## config.mk

```make
export PLATFORM = sky130hd
export DESIGN_NAME = lsu
export DESIGN_NICKNAME = d
export VERILOG_FILES = /design/src/rtl/lsu_pkg.sv /design/src/rtl/lsu_align.sv /design/src/rtl/lsu.sv
export SDC_FILE = /design/constraint.sdc
export NUM_CORES = 1
export LEC_CHECK = 0
export CORE_MARGIN = 4
export CORE_UTILIZATION = 33
export DETAILED_ROUTE_END_ITERATION = 10
export GPL_TIMING_DRIVEN = 1
export PLACE_DENSITY = 0.63
export SYNTH_ARGS = -nofsm -noshare
export SYNTH_HDL_FRONTEND = slang
export SYNTH_SLANG_ARGS = --single-unit
```

## constraint.sdc

```tcl
create_clock -name clk -period 3.5 [get_ports clk]
set_clock_uncertainty 0.15 [all_clocks]
set_input_delay 0.525 -clock clk [delete_from_list [all_inputs] [get_ports clk]]
set_output_delay 0.525 -clock clk [all_outputs]
set_load 0.01 [all_outputs]
```

## src/rtl/lsu_pkg.sv

```systemverilog
// Shared encodings for the load/store unit: funct3 codes, FSM states, byte-lane masks.
package lsu_pkg;

  localparam logic [2:0] F3_B  = 3'b000;
  localparam logic [2:0] F3_H  = 3'b001;
  localparam logic [2:0] F3_W  = 3'b010;
  localparam logic [2:0] F3_BU = 3'b100;
  localparam logic [2:0] F3_HU = 3'b101;

  localparam logic [3:0] MASK_B = 4'b0001;
  localparam logic [3:0] MASK_H = 4'b0011;
  localparam logic [3:0] MASK_W = 4'b1111;

  typedef enum logic [1:0] {
    ST_IDLE = 2'd0,
    ST_BUS  = 2'd1,
    ST_DONE = 2'd2
  } state_e;

  // Unsigned widths exist only for loads.
  function automatic logic f3_legal(input logic wen, input logic [2:0] f3);
    logic ok;
    ok = 1'b0;
    case (f3)
      F3_B, F3_H, F3_W: ok = 1'b1;
      F3_BU, F3_HU:     ok = ~wen;
      default:          ok = 1'b0;
    endcase
    return ok;
  endfunction

endpackage

```

## src/rtl/lsu_align.sv

```systemverilog
// Byte-lane alignment for the LSU: store mask/replication, load lane extraction and extension.
module lsu_align
  import lsu_pkg::*;
(
  input  logic [2:0]  funct3,
  input  logic [1:0]  addr_lo,
  input  logic [31:0] wdata,
  input  logic [31:0] rdata,
  output logic [3:0]  wmask,
  output logic [31:0] wdata_rep,
  output logic [31:0] rdata_ext,
  output logic        misalign
);

  logic [7:0]  rd_byte;
  logic [15:0] rd_half;

  assign rd_byte = rdata[{addr_lo, 3'b000} +: 8];
  assign rd_half = rdata[{addr_lo[1], 4'b0000} +: 16];

  always_comb begin
    wmask     = '0;
    wdata_rep = '0;
    misalign  = 1'b0;
    case (funct3[1:0])
      2'b00: begin
        wmask     = 4'(MASK_B << addr_lo);
        wdata_rep = {4{wdata[7:0]}};
      end
      2'b01: begin
        wmask     = 4'(MASK_H << {addr_lo[1], 1'b0});
        wdata_rep = {2{wdata[15:0]}};
        misalign  = addr_lo[0];
      end
      2'b10: begin
        wmask     = MASK_W;
        wdata_rep = wdata;
        misalign  = |addr_lo;
      end
      default: ;
    endcase
  end

  always_comb begin
    rdata_ext = '0;
    case (funct3)
      F3_B:    rdata_ext = {{24{rd_byte[7]}}, rd_byte};
      F3_H:    rdata_ext = {{16{rd_half[15]}}, rd_half};
      F3_W:    rdata_ext = rdata;
      F3_BU:   rdata_ext = {24'd0, rd_byte};
      F3_HU:   rdata_ext = {16'd0, rd_half};
      default: rdata_ext = '0;
    endcase
  end

endmodule

```

## src/rtl/lsu.sv

```systemverilog
// Load/store unit: one SRAM access at a time, stalling execute while in flight.
// Optional ack timeout enabled by defining LSU_TIMEOUT_EN.
module lsu
  import lsu_pkg::*;
#(
  parameter int unsigned ADDR_W         = 32,
  parameter int unsigned TIMEOUT_CYCLES = 255
) (
  input  logic              clk,
  input  logic              rst,
  input  logic              req_valid,
  input  logic              req_wen,
  input  logic [2:0]        req_funct3,
  input  logic [ADDR_W-1:0] req_addr,
  input  logic [31:0]       req_wdata,
  input  logic [4:0]        req_rd,
  output logic              hold_o,
  output logic              resp_valid,
  output logic              resp_err,
  output logic              resp_wen,
  output logic [4:0]        resp_rd,
  output logic [31:0]       resp_rdata,
  output logic              mem_sel,
  output logic              mem_wen,
  output logic [3:0]        mem_wmask,
  output logic [ADDR_W-1:0] mem_addr,
  output logic [31:0]       mem_wdata,
  input  logic [31:0]       mem_rdata,
  input  logic              mem_ack
);

  state_e            state_q, state_d;
  logic              wen_q, wen_d;
  logic              err_q, err_d;
  logic [2:0]        funct3_q, funct3_d;
  logic [1:0]        addr_lo_q, addr_lo_d;
  logic [4:0]        rd_q, rd_d;
  logic [31:0]       rdata_q, rdata_d;
  logic              mem_sel_q, mem_sel_d;
  logic              mem_wen_q, mem_wen_d;
  logic [3:0]        mem_wmask_q, mem_wmask_d;
  logic [ADDR_W-1:0] mem_addr_q, mem_addr_d;
  logic [31:0]       mem_wdata_q, mem_wdata_d;

`ifdef LSU_TIMEOUT_EN
  localparam int unsigned CNT_W = $clog2(TIMEOUT_CYCLES + 1);
  logic [CNT_W-1:0] cnt_q, cnt_d;
`endif

  logic        idle;
  logic [2:0]  al_funct3;
  logic [1:0]  al_addr_lo;
  logic [3:0]  al_wmask;
  logic [31:0] al_wdata;
  logic [31:0] al_rdata;
  logic        al_misalign;

  assign idle = (state_q == ST_IDLE);

  // One aligner serves both ends: live request in IDLE, latched request otherwise.
  assign al_funct3  = idle ? req_funct3    : funct3_q;
  assign al_addr_lo = idle ? req_addr[1:0] : addr_lo_q;

  lsu_align u_align (
    .funct3    (al_funct3),
    .addr_lo   (al_addr_lo),
    .wdata     (req_wdata),
    .rdata     (mem_rdata),
    .wmask     (al_wmask),
    .wdata_rep (al_wdata),
    .rdata_ext (al_rdata),
    .misalign  (al_misalign)
  );

  always_comb begin
    state_d     = state_q;
    wen_d       = wen_q;
    err_d       = err_q;
    funct3_d    = funct3_q;
    addr_lo_d   = addr_lo_q;
    rd_d        = rd_q;
    rdata_d     = rdata_q;
    mem_sel_d   = mem_sel_q;
    mem_wen_d   = mem_wen_q;
    mem_wmask_d = mem_wmask_q;
    mem_addr_d  = mem_addr_q;
    mem_wdata_d = mem_wdata_q;
`ifdef LSU_TIMEOUT_EN
    cnt_d       = cnt_q;
`endif
    case (state_q)
      ST_IDLE: begin
        if (req_valid) begin
          wen_d     = req_wen;
          funct3_d  = req_funct3;
          addr_lo_d = req_addr[1:0];
          rd_d      = req_rd;
          rdata_d   = '0;
          if (!f3_legal(req_wen, req_funct3) || al_misalign) begin
            err_d   = 1'b1;
            state_d = ST_DONE;
          end else begin
            err_d       = 1'b0;
            state_d     = ST_BUS;
            mem_sel_d   = 1'b1;
            mem_wen_d   = req_wen;
            mem_wmask_d = req_wen ? al_wmask : '0;
            mem_addr_d  = {req_addr[ADDR_W-1:2], 2'b00};
            mem_wdata_d = req_wen ? al_wdata : '0;
`ifdef LSU_TIMEOUT_EN
            cnt_d       = '0;
`endif
          end
        end
      end
      ST_BUS: begin
        if (mem_ack) begin
          rdata_d     = wen_q ? '0 : al_rdata;
          state_d     = ST_DONE;
          mem_sel_d   = 1'b0;
          mem_wen_d   = 1'b0;
          mem_wmask_d = '0;
          mem_addr_d  = '0;
          mem_wdata_d = '0;
        end
`ifdef LSU_TIMEOUT_EN
        else if (cnt_q == CNT_W'(TIMEOUT_CYCLES - 1)) begin
          err_d       = 1'b1;
          state_d     = ST_DONE;
          mem_sel_d   = 1'b0;
          mem_wen_d   = 1'b0;
          mem_wmask_d = '0;
          mem_addr_d  = '0;
          mem_wdata_d = '0;
        end else begin
          cnt_d = cnt_q + 1'b1;
        end
`endif
      end
      ST_DONE: state_d = ST_IDLE;
      default: state_d = ST_IDLE;
    endcase
  end

  always_ff @(posedge clk) begin
    if (rst) begin
      state_q     <= ST_IDLE;
      wen_q       <= 1'b0;
      err_q       <= 1'b0;
      funct3_q    <= '0;
      addr_lo_q   <= '0;
      rd_q        <= '0;
      rdata_q     <= '0;
      mem_sel_q   <= 1'b0;
      mem_wen_q   <= 1'b0;
      mem_wmask_q <= '0;
      mem_addr_q  <= '0;
      mem_wdata_q <= '0;
`ifdef LSU_TIMEOUT_EN
      cnt_q       <= '0;
`endif
    end else begin
      state_q     <= state_d;
      wen_q       <= wen_d;
      err_q       <= err_d;
      funct3_q    <= funct3_d;
      addr_lo_q   <= addr_lo_d;
      rd_q        <= rd_d;
      rdata_q     <= rdata_d;
      mem_sel_q   <= mem_sel_d;
      mem_wen_q   <= mem_wen_d;
      mem_wmask_q <= mem_wmask_d;
      mem_addr_q  <= mem_addr_d;
      mem_wdata_q <= mem_wdata_d;
`ifdef LSU_TIMEOUT_EN
      cnt_q       <= cnt_d;
`endif
    end
  end

  assign hold_o     = (idle && req_valid) || (state_q == ST_BUS);
  assign resp_valid = (state_q == ST_DONE);
  assign resp_err   = resp_valid && err_q;
  assign resp_wen   = resp_valid && !wen_q && !err_q && (rd_q != 5'd0);
  assign resp_rd    = rd_q;
  assign resp_rdata = resp_valid ? rdata_q : '0;

  assign mem_sel   = mem_sel_q;
  assign mem_wen   = mem_wen_q;
  assign mem_wmask = mem_wmask_q;
  assign mem_addr  = mem_addr_q;
  assign mem_wdata = mem_wdata_q;

endmodule

```

Yosys cells after proc, flatten, opt, wreduce, memory -nomap -nowiden
Cells that the tools add are included.
Widths: inputs -> output; s select.
{ "word_totals": {"in_bits": 109, "out_inout_bits": 111, "ff_bits": 116} }
{ "op_classes": {"mux": 39, "n_reduce_logical": 23, "n_shift": 4, "bitwise": 1, "eq_ne": 15} }
{ "ops": {"columns": ["op", "n"], "rows": [
  ["$mux 32", 10],
  ["$pmux 32 s2", 3],
  ["$pmux 32 s5", 1],
  ["$pmux 32 s3", 1],
  ["$shiftx 32x6->16", 1],
  ["$shiftx 32x6->8", 1],
  ["$mux 4", 4],
  ["$eq 3x3->1 const B", 4],
  ["$pmux 4 s3", 1],
  ["$mux 1", 8],
  ["$mux 2", 4],
  ["$pmux 1 s2", 4],
  ["$pmux 4 s2", 1],
  ["$eq 3x1->1 const B", 2],
  ["$eq 3x2->1 const B", 2],
  ["$logic_not 3->1", 2],
  ["$ne 2x2->1 const B", 3],
  ["$logic_and 1x1->1", 5],
  ["$reduce_bool 5->1", 1],
  ["$eq 2x1->1 const B", 2],
  ["$eq 2x2->1 const B", 2],
  ["$logic_not 2->1", 2],
  ["$pmux 2 s2", 1],
  ["$reduce_and 2->1", 2],
  ["other kinds (11)", 15]
]} }

Logic depth before layout (Yosys ltp)
{ "logic_depth": {"ltp_word": 10, "ltp_mapped": 13, "ltp_nobuf": 9} }

Hierarchy
Synthesis repeated with hierarchy kept, for this count alone.
{ "unflattened": {"cells_unflattened": 600, "area_unflattened_um2": 5440.2} }
{ "by_module_without_submodules": {"columns": ["mod", "cells_per_inst", "area_per_inst_um2", "n_inst", "seq_area_each_um2"], "rows": [
  ["lsu", 428, 4341.7, 1, 2282.2],
  ["lsu_align", 172, 1098.6, 1, 0.0]
]} }

Worst setup path before layout
Ideal clock, no wire load.
{ "synth_timing": {"path_type": "reg2reg", "startpoint": "register state_q[1]", "endpoint": "register rdata_q[21]", "period_less_slack_ps": 3069, "path_buffers": 4, "setup_ps": 122, "slack_ps": 431, "path_stages_with_launch": 13, "arrival_ps": 2798, "path_cell_list": "dfxtp_1 > buf_2 > nor2_1 > mux2i_1 > inv_1 > ha_1 > clkbuf_1 > or2_2 > buf_2 > o2111ai_4 > nor2_2 > buf_2 > a221o_1"} }
{ "synth_between": {"elab_chain_cells": 7, "elab_cells_between_ends": 19, "classes_between": "7 x eq/ne; 2 x shift; 6 x mux; 4 x reduce/logical"} }
{ "synth_lines": {"columns": ["item", "line_no", "text"], "rows": [
  ["start: declaration", "lsu.sv:32", "state_e state_q, state_d;"],
  ["start signal: assignment", "lsu.sv:163", "state_q <= state_d;"],
  ["$logic_not 2->1", "lsu.sv:58, lsu.sv:91", null],
  ["$mux 2 / $mux 3 (equally long branches)", "lsu.sv:62, lsu.sv:61", null],
  ["$shiftx 32x6->16, or another cell as far along", "lsu_align.sv:19", "assign rd_half = rdata[{addr_lo[1], 4'b0000} +: 16];"],
  ["$pmux 32 s5", "lsu_align.sv:46", "case (funct3)"],
  ["$mux 32", "lsu.sv:118", "rdata_d = wen_q ? '0 : al_rdata;"],
  ["$mux 32", "lsu.sv:117", "if (mem_ack) begin"],
  ["$pmux 32 s2", "lsu.sv:91", "case (state_q)"],
  ["end signal: assignment", "lsu.sv:169", "rdata_q <= rdata_d;"],
  ["end: declaration", "lsu.sv:38", "logic [31:0] rdata_q, rdata_d;"]
]} }
Parallel ways exist; a longest one is shown, timed or not. The select of a mux whose other input is x is not followed.
A chain may end at the register's enable or synchronous reset.

Final worst setup path
{ "layout_timing": {"startpoint": "register state_q[1]", "endpoint": "output port resp_rdata[23]"} }
{ "layout_between": {"elab_chain_cells": 2} }
{ "layout_lines": {"columns": ["item", "line_no", "text"], "rows": [
  ["$eq 2x2->1", "lsu.sv:182", "assign resp_valid = (state_q == ST_DONE);"],
  ["$mux 32", "lsu.sv:186", "assign resp_rdata = resp_valid ? rdata_q : '0;"],
  ["end: declaration", "lsu.sv:22", "output logic [31:0] resp_rdata,"]
]} }
Every way passes these cells.

==> summary.md <==
| Metric | Value |
|---|---|
| Filler instances | `1500` |
| Routed Antenna Nets | `0` |
| Cells on worst reg2reg path | `8` |
| Worst path slowest cell | `clkdlybuf4s50_1` |
| GRT Residual Overflow | `0` |
| Crit start category | `flop` |
| Final hold vios | `0` |
| Diodes inserted | `0` |
| Die Area | `roughly 19000 µm²` |
| Number of vias per cell | `between 5 and 6` |
| RR Endpoint | `rdata_q[19]` |
| Die Width | `about 140 µm` |
| Hold-fix buffers, CTS | `0` |
| CTS buffer count | `17` |
| Placeable Area | `16500 µm²` |
| Final Net Count | `916` |
| Vias after detailed routing | `5653` |
| HP Start | `funct3_q[2]` |
| Max incr delay on CP | `0.59 ns` |
| DIE HEIGHT | `138 µm` |
| DR iter-0 viols | `396` |
| Final worst-path setup slack | `0.592 ns` |
| Share of the synthesized area in the top cell type | `0.410` |
| Iteration count of the initial detailed-routing pass | `9` |
| Run status | `finished clean` |
| CP endpoint kind | `output pin` |
| TNS Setup | `0 ns` |
| Clk pin slew, worst setup/hold paths | `0.05 ns` |
| Wirelength per Cell | `18.6 µm` |
| PortBufs | `217` |
| FF-to-FF setup slack | `0.60 ns` |
| Core occupancy in the finished layout | `0.517` |
| Overall global routing resource usage | `0.201` |
| Yosys reg bits | `114` |
| # Post-CTS Setup Buffers | `0` |
| Synth top area cells | `dfxtp_1, and2_1, a22o_1, nand2_1, a222oi_1` |
| Pre-CTS setup slack | `approximately 0.32 ns` |
| CTS H-tree depth | `4` |
| Critical Path Fanout Max | `33` |
| Drc violations | `0` |
| Crit share post-route | `0.831` |
| Initial Utilization | `0.337` |
| Post-layout minimum cycle time | `roughly 2.9 ns` |
| First-pass GRT wire length | `30000 µm` |
| Worst-Margin Slew | `0.903 ns` |
| Post-DP HPWL | `14000 µm` |
| Yosys warns | `0` |
| Crit-path cells | `buf_4, nor2b_2, buf_4, and2_1, clkdlybuf4s50_1` |
| Syn avg cell area | `9.23 µm²` |
| Maximum vdd drop | `0.378 mV` |
| Slew margin rel. | `0.398` |
| Final Slew Violations | `0` |
| CTS tree | `done` |
| CTS max path bufs | `2` |
| Min-Delay Path Class | `reg2reg` |
| Initial antenna violation count | `0` |
| Area delta synth->final | `53.5%` |
| Req. time, crit path | `2.82 ns` |
| Gate Count Post-Synth | `603` |
| Primary FF master, synth | `dfxtp_1` |
| Critical path class | `reg2out` |
| Number of max-cap violations | `0` |
| Worst reg2reg startpoint | `state_q[1]` |
| Skew-Pair Late Insertion Delay | `between 0.4 and 0.5 ns` |
| Ports | `220` |
| Post-synth cell types | `60` |
| FMAX | `344 MHz` |
| Final WL | `19200 µm` |
| End point of the worst hold path | `funct3_q[2]` |
| Leakage | `3.31 nW` |
| Post-synth EDFFs | `0` |
| Post-cts sizing count | `0` |
| Most frequent CP cell | `buf_4` |
| RSZ-0062 raised after global routing | `no` |
| Gp weighted congestion | `0.820` |
| WHS Path Cells | `2` |
| Vias in the first global route | `approximately 5700` |
| WP data arrival | `2.23 ns` |
| Row count | `47` |
| Synth Cell Area | `5560 µm²` |
| Largest net degree at the start of global routing | `39` |
| PD cells | `466 nW/µm²` |
| Root Driver | `clkbuf_16` |
| Share of flip-flops with an asynchronous set or reset | `0` |
| Post-synth top area cell | `dfxtp_1` |
| Seq/Total Area, Yosys | `0.410` |
| Layout cells sized above 1 | `0.126` |
| Clock sink total | `114` |
| Final setup fails | `0` |
[sequential cells by signal, summed over array words and instances (netlist names)]
signal     flops
mem_wdata     32
wen_q          1
mem_wen        1
addr_lo_q      2
mem_sel        1
mem_wmask      4
rdata_q       32
funct3_q       3
state_q        2
resp_rd        5
err_q          1
mem_addr      30
[cell families (layout without fill, tap and decap cells)]
kind of cell    count (synthesis)  in the layout  share of synthesized area
simple gates                  205            205                      0.192
compound gates                185            185                      0.282
flops                         114            114                      0.410
buf+inv                        66            278                     0.0526
mux                            28             28                     0.0535
fa+ha+maj                       4              4                    0.00900
other cells                     1              2                   0.000674
[power breakdown]
part	total (W)	internal, W	switching [W]	leakage [nW]
Combinational	0.000834	0.000402	0.000432	2.09
Sequential	0.00139	0.00136	0.0000329	0.924
Clock	0.00176	0.00115	0.000606	0.286
Total	0.00398	0.00291	0.00107	3.31
[Yosys cell counts (2+ instances only)]
cell      count
a221oi_1     14
mux2_2       14
a21oi_1      17
nor2_1       34
and3_1       27
buf_6         2
a22oi_1      17
o21ai_0       6
nor2b_1       2
o21a_1        3
a221o_1      16
buf_2        15
buf_4         3
a21o_1        4
o32a_1        5
a22o_1       30
a222oi_1     22
clkbuf_1     35
o211ai_1      6
nor4_1        2
inv_1         8
a31oi_1       3
o21ai_1       4
or2_2         3
dfxtp_1     114
nand2_1      68
a31o_2       24
ha_1          4
nor4b_1       3
and2_1       53
buf_1         3
mux2i_1      14
[worst max-delay path: cells and delay by family, from the launching register on]
kind                   cells  cell delay, ns
buffers and inverters      3            1.09
AND/OR/NAND/NOR            2            0.41
flip-flops                 1            0.32
[metal layers]
layer | up-vias | track usage | wire (µm)
met2 | 269 | 0.325 | 9120
met3 | 27 | 0.0504 | 1610
met4 | 0 | 0.0812 | 382
met5 | - | 0 | 0
li1 | 2663 | - | -
met1 | 2694 | 0.257 | 8130
[worst max path at each step]
stage                       start  depth (start not counted)        endpoint
floorplan              state_q[1]                         12     rdata_q[21]
global placement    req_funct3[1]                          8     rdata_q[22]
detailed placement  req_funct3[1]                          8     rdata_q[27]
CTS                    state_q[1]                          5  resp_rdata[25]
global route           state_q[1]                          8     rdata_q[19]
finish                 state_q[1]                          5  resp_rdata[23]
[per-stage QoR]
step	total power, W	hold slack (ns)	cells	cell area (µm²)
4_1_cts	0.00402	0.307	1036	8540
5_1_grt	0.00415	0.320	1036	8540
3_3_place_gp	0.00223	0.287	1004	7940
2_1_floorplan	0.00187	0.284	604	5570
3_5_place_dp	0.00224	0.299	1004	7940
6_report	0.00398	0.304	1036	8540
[placed cells by master (no fill, tap or decap), drive strengths merged, types with 16 or more instances in the layout]
master	netlist	routed
a221o	16	16
a22o	30	30
a31o	24	24
and2	53	53
nand2	68	68
and3	27	27
a22oi	17	17
buf	23	21
clkbuf	35	22
nor2	36	36
clkdlybuf4s50	0	217
a21oi	17	17
dfxtp	114	114
a222oi	22	22
[layout make-up]
class                   count  area (µm²)  share of cell area
well taps                 220         275              0.0322
flip-flops and latches    114        2280               0.267
clock buffers              22         464              0.0544
inverters                   8        30.0             0.00352
clock inverters            10         133              0.0155
repair buffers            238        2350               0.276
multi-input cells         424        3000               0.351
Power figures use the tool's default switching activity.
==> variant (same settings) <==
The 3 states of `state_e` get a one-hot encoding in 3 bits.
--- a/src/rtl/lsu_pkg.sv
+++ b/src/rtl/lsu_pkg.sv
@@ -11,10 +11,10 @@
   localparam logic [3:0] MASK_H = 4'b0011;
   localparam logic [3:0] MASK_W = 4'b1111;
 
-  typedef enum logic [1:0] {
-    ST_IDLE = 2'd0,
-    ST_BUS  = 2'd1,
-    ST_DONE = 2'd2
+  typedef enum logic [2:0] {
+    ST_IDLE = 3'b001,
+    ST_BUS  = 3'b010,
+    ST_DONE = 3'b100
   } state_e;
 
   // Unsigned widths exist only for loads.
Function: no difference found for any inputs over 4 cycles, from zero or initial values and one cycle with rst high; so few cycles prove little.
==> variant against the original RTL <==
  * Wire length shrank 0.84%
  * Worst setup slack worse by 0.23 ns
  * Area after synthesis down 5.0%
  * Critical path depth up 2
  * Sequential cell count up 1
  * Final area is 3.5% lower
  * Clock power shrank 3%
  * Power is 0.11% higher
  * Global-route usage rose by 0.77 points
  * Critical path type is now reg2reg
==> variant: results <==
floorplan:
  taps: 211
logic_synthesis:
  synth.top_cells.by_count: "dfxtp_1 (115), nand2_1 (64), a22o_1 (43)"
  synthAdderAreaFrac: 0.00947
  synthMuxAreaShare: 0.0573
  seq_area_frac_synth: 0.436
place:
  hpwl_um: 13700
finish:
  nNonClkInverters: 7
  num-fill-cells: 1407
  buffers: 234
  multi_input_area_um2: 2750
  layout.nets: 863
power:
  power.clock.fraction: 0.429
  p_comb_mw: 0.866
  ir_drop_mv: 0.280
global_route:
  first_global_vias: 5518
  grt_max_degree: 43
  grt_util_met3: 0.0786
  track_usage: 0.209
min_path:
  holdPathStages: 1
route:
  met3_length_um: 1720
  wl_met2_um: 9120
setup_path:
  reg2regPathDepth: 7
  path_delay_family: "compound AO/OA/AOI/OAI gates"
  cp_max_fo: 37
  worst_r2r_endpoint: "mem_wdata[19]$_SDFFE_PP0P_"
sta:
  whs_ns: 0.293
  worstMarginPinSlew_ns: 1.18
run_status:
  status: "finished, final reports clean"
==> variant: worst max-delay path by stage <==
stage,endpoint,slack (ns)
after floorplan,rdata_q[22]$_SDFFE_PP0P_,0.48
after global placement,mem_wdata[6]$_SDFFE_PP0P_,0.29
after detailed placement,mem_wdata[19]$_SDFFE_PP0P_,0.17
after CTS,mem_wdata[19]$_SDFFE_PP0P_,0.40
after global routing,mem_wdata[19]$_SDFFE_PP0P_,0.11
final,mem_wdata[19]$_SDFFE_PP0P_,0.36
==> variant: cells by family after synthesis <==
| kind of cell | count (synthesis) |
|---|---|
| other | 1 |
| adders and majority gates | 4 |
| buffers and inverters | 55 |
| muxes | 24 |
| and+or+nand+nor | 133 |
| DFF | 115 |
| AOI/OAI and AO/OA | 212 |
==> variant: worst register-to-register path, stage by stage (launching register included) <==
cell and delay, ns:
dfxtp_1 0.44, nor3b_4 0.27, mux2i_1 0.35, ha_1 0.27, buf_4 0.40, a22oi_1 0.20, o211ai_4 0.69, o2bb2ai_1 0.21
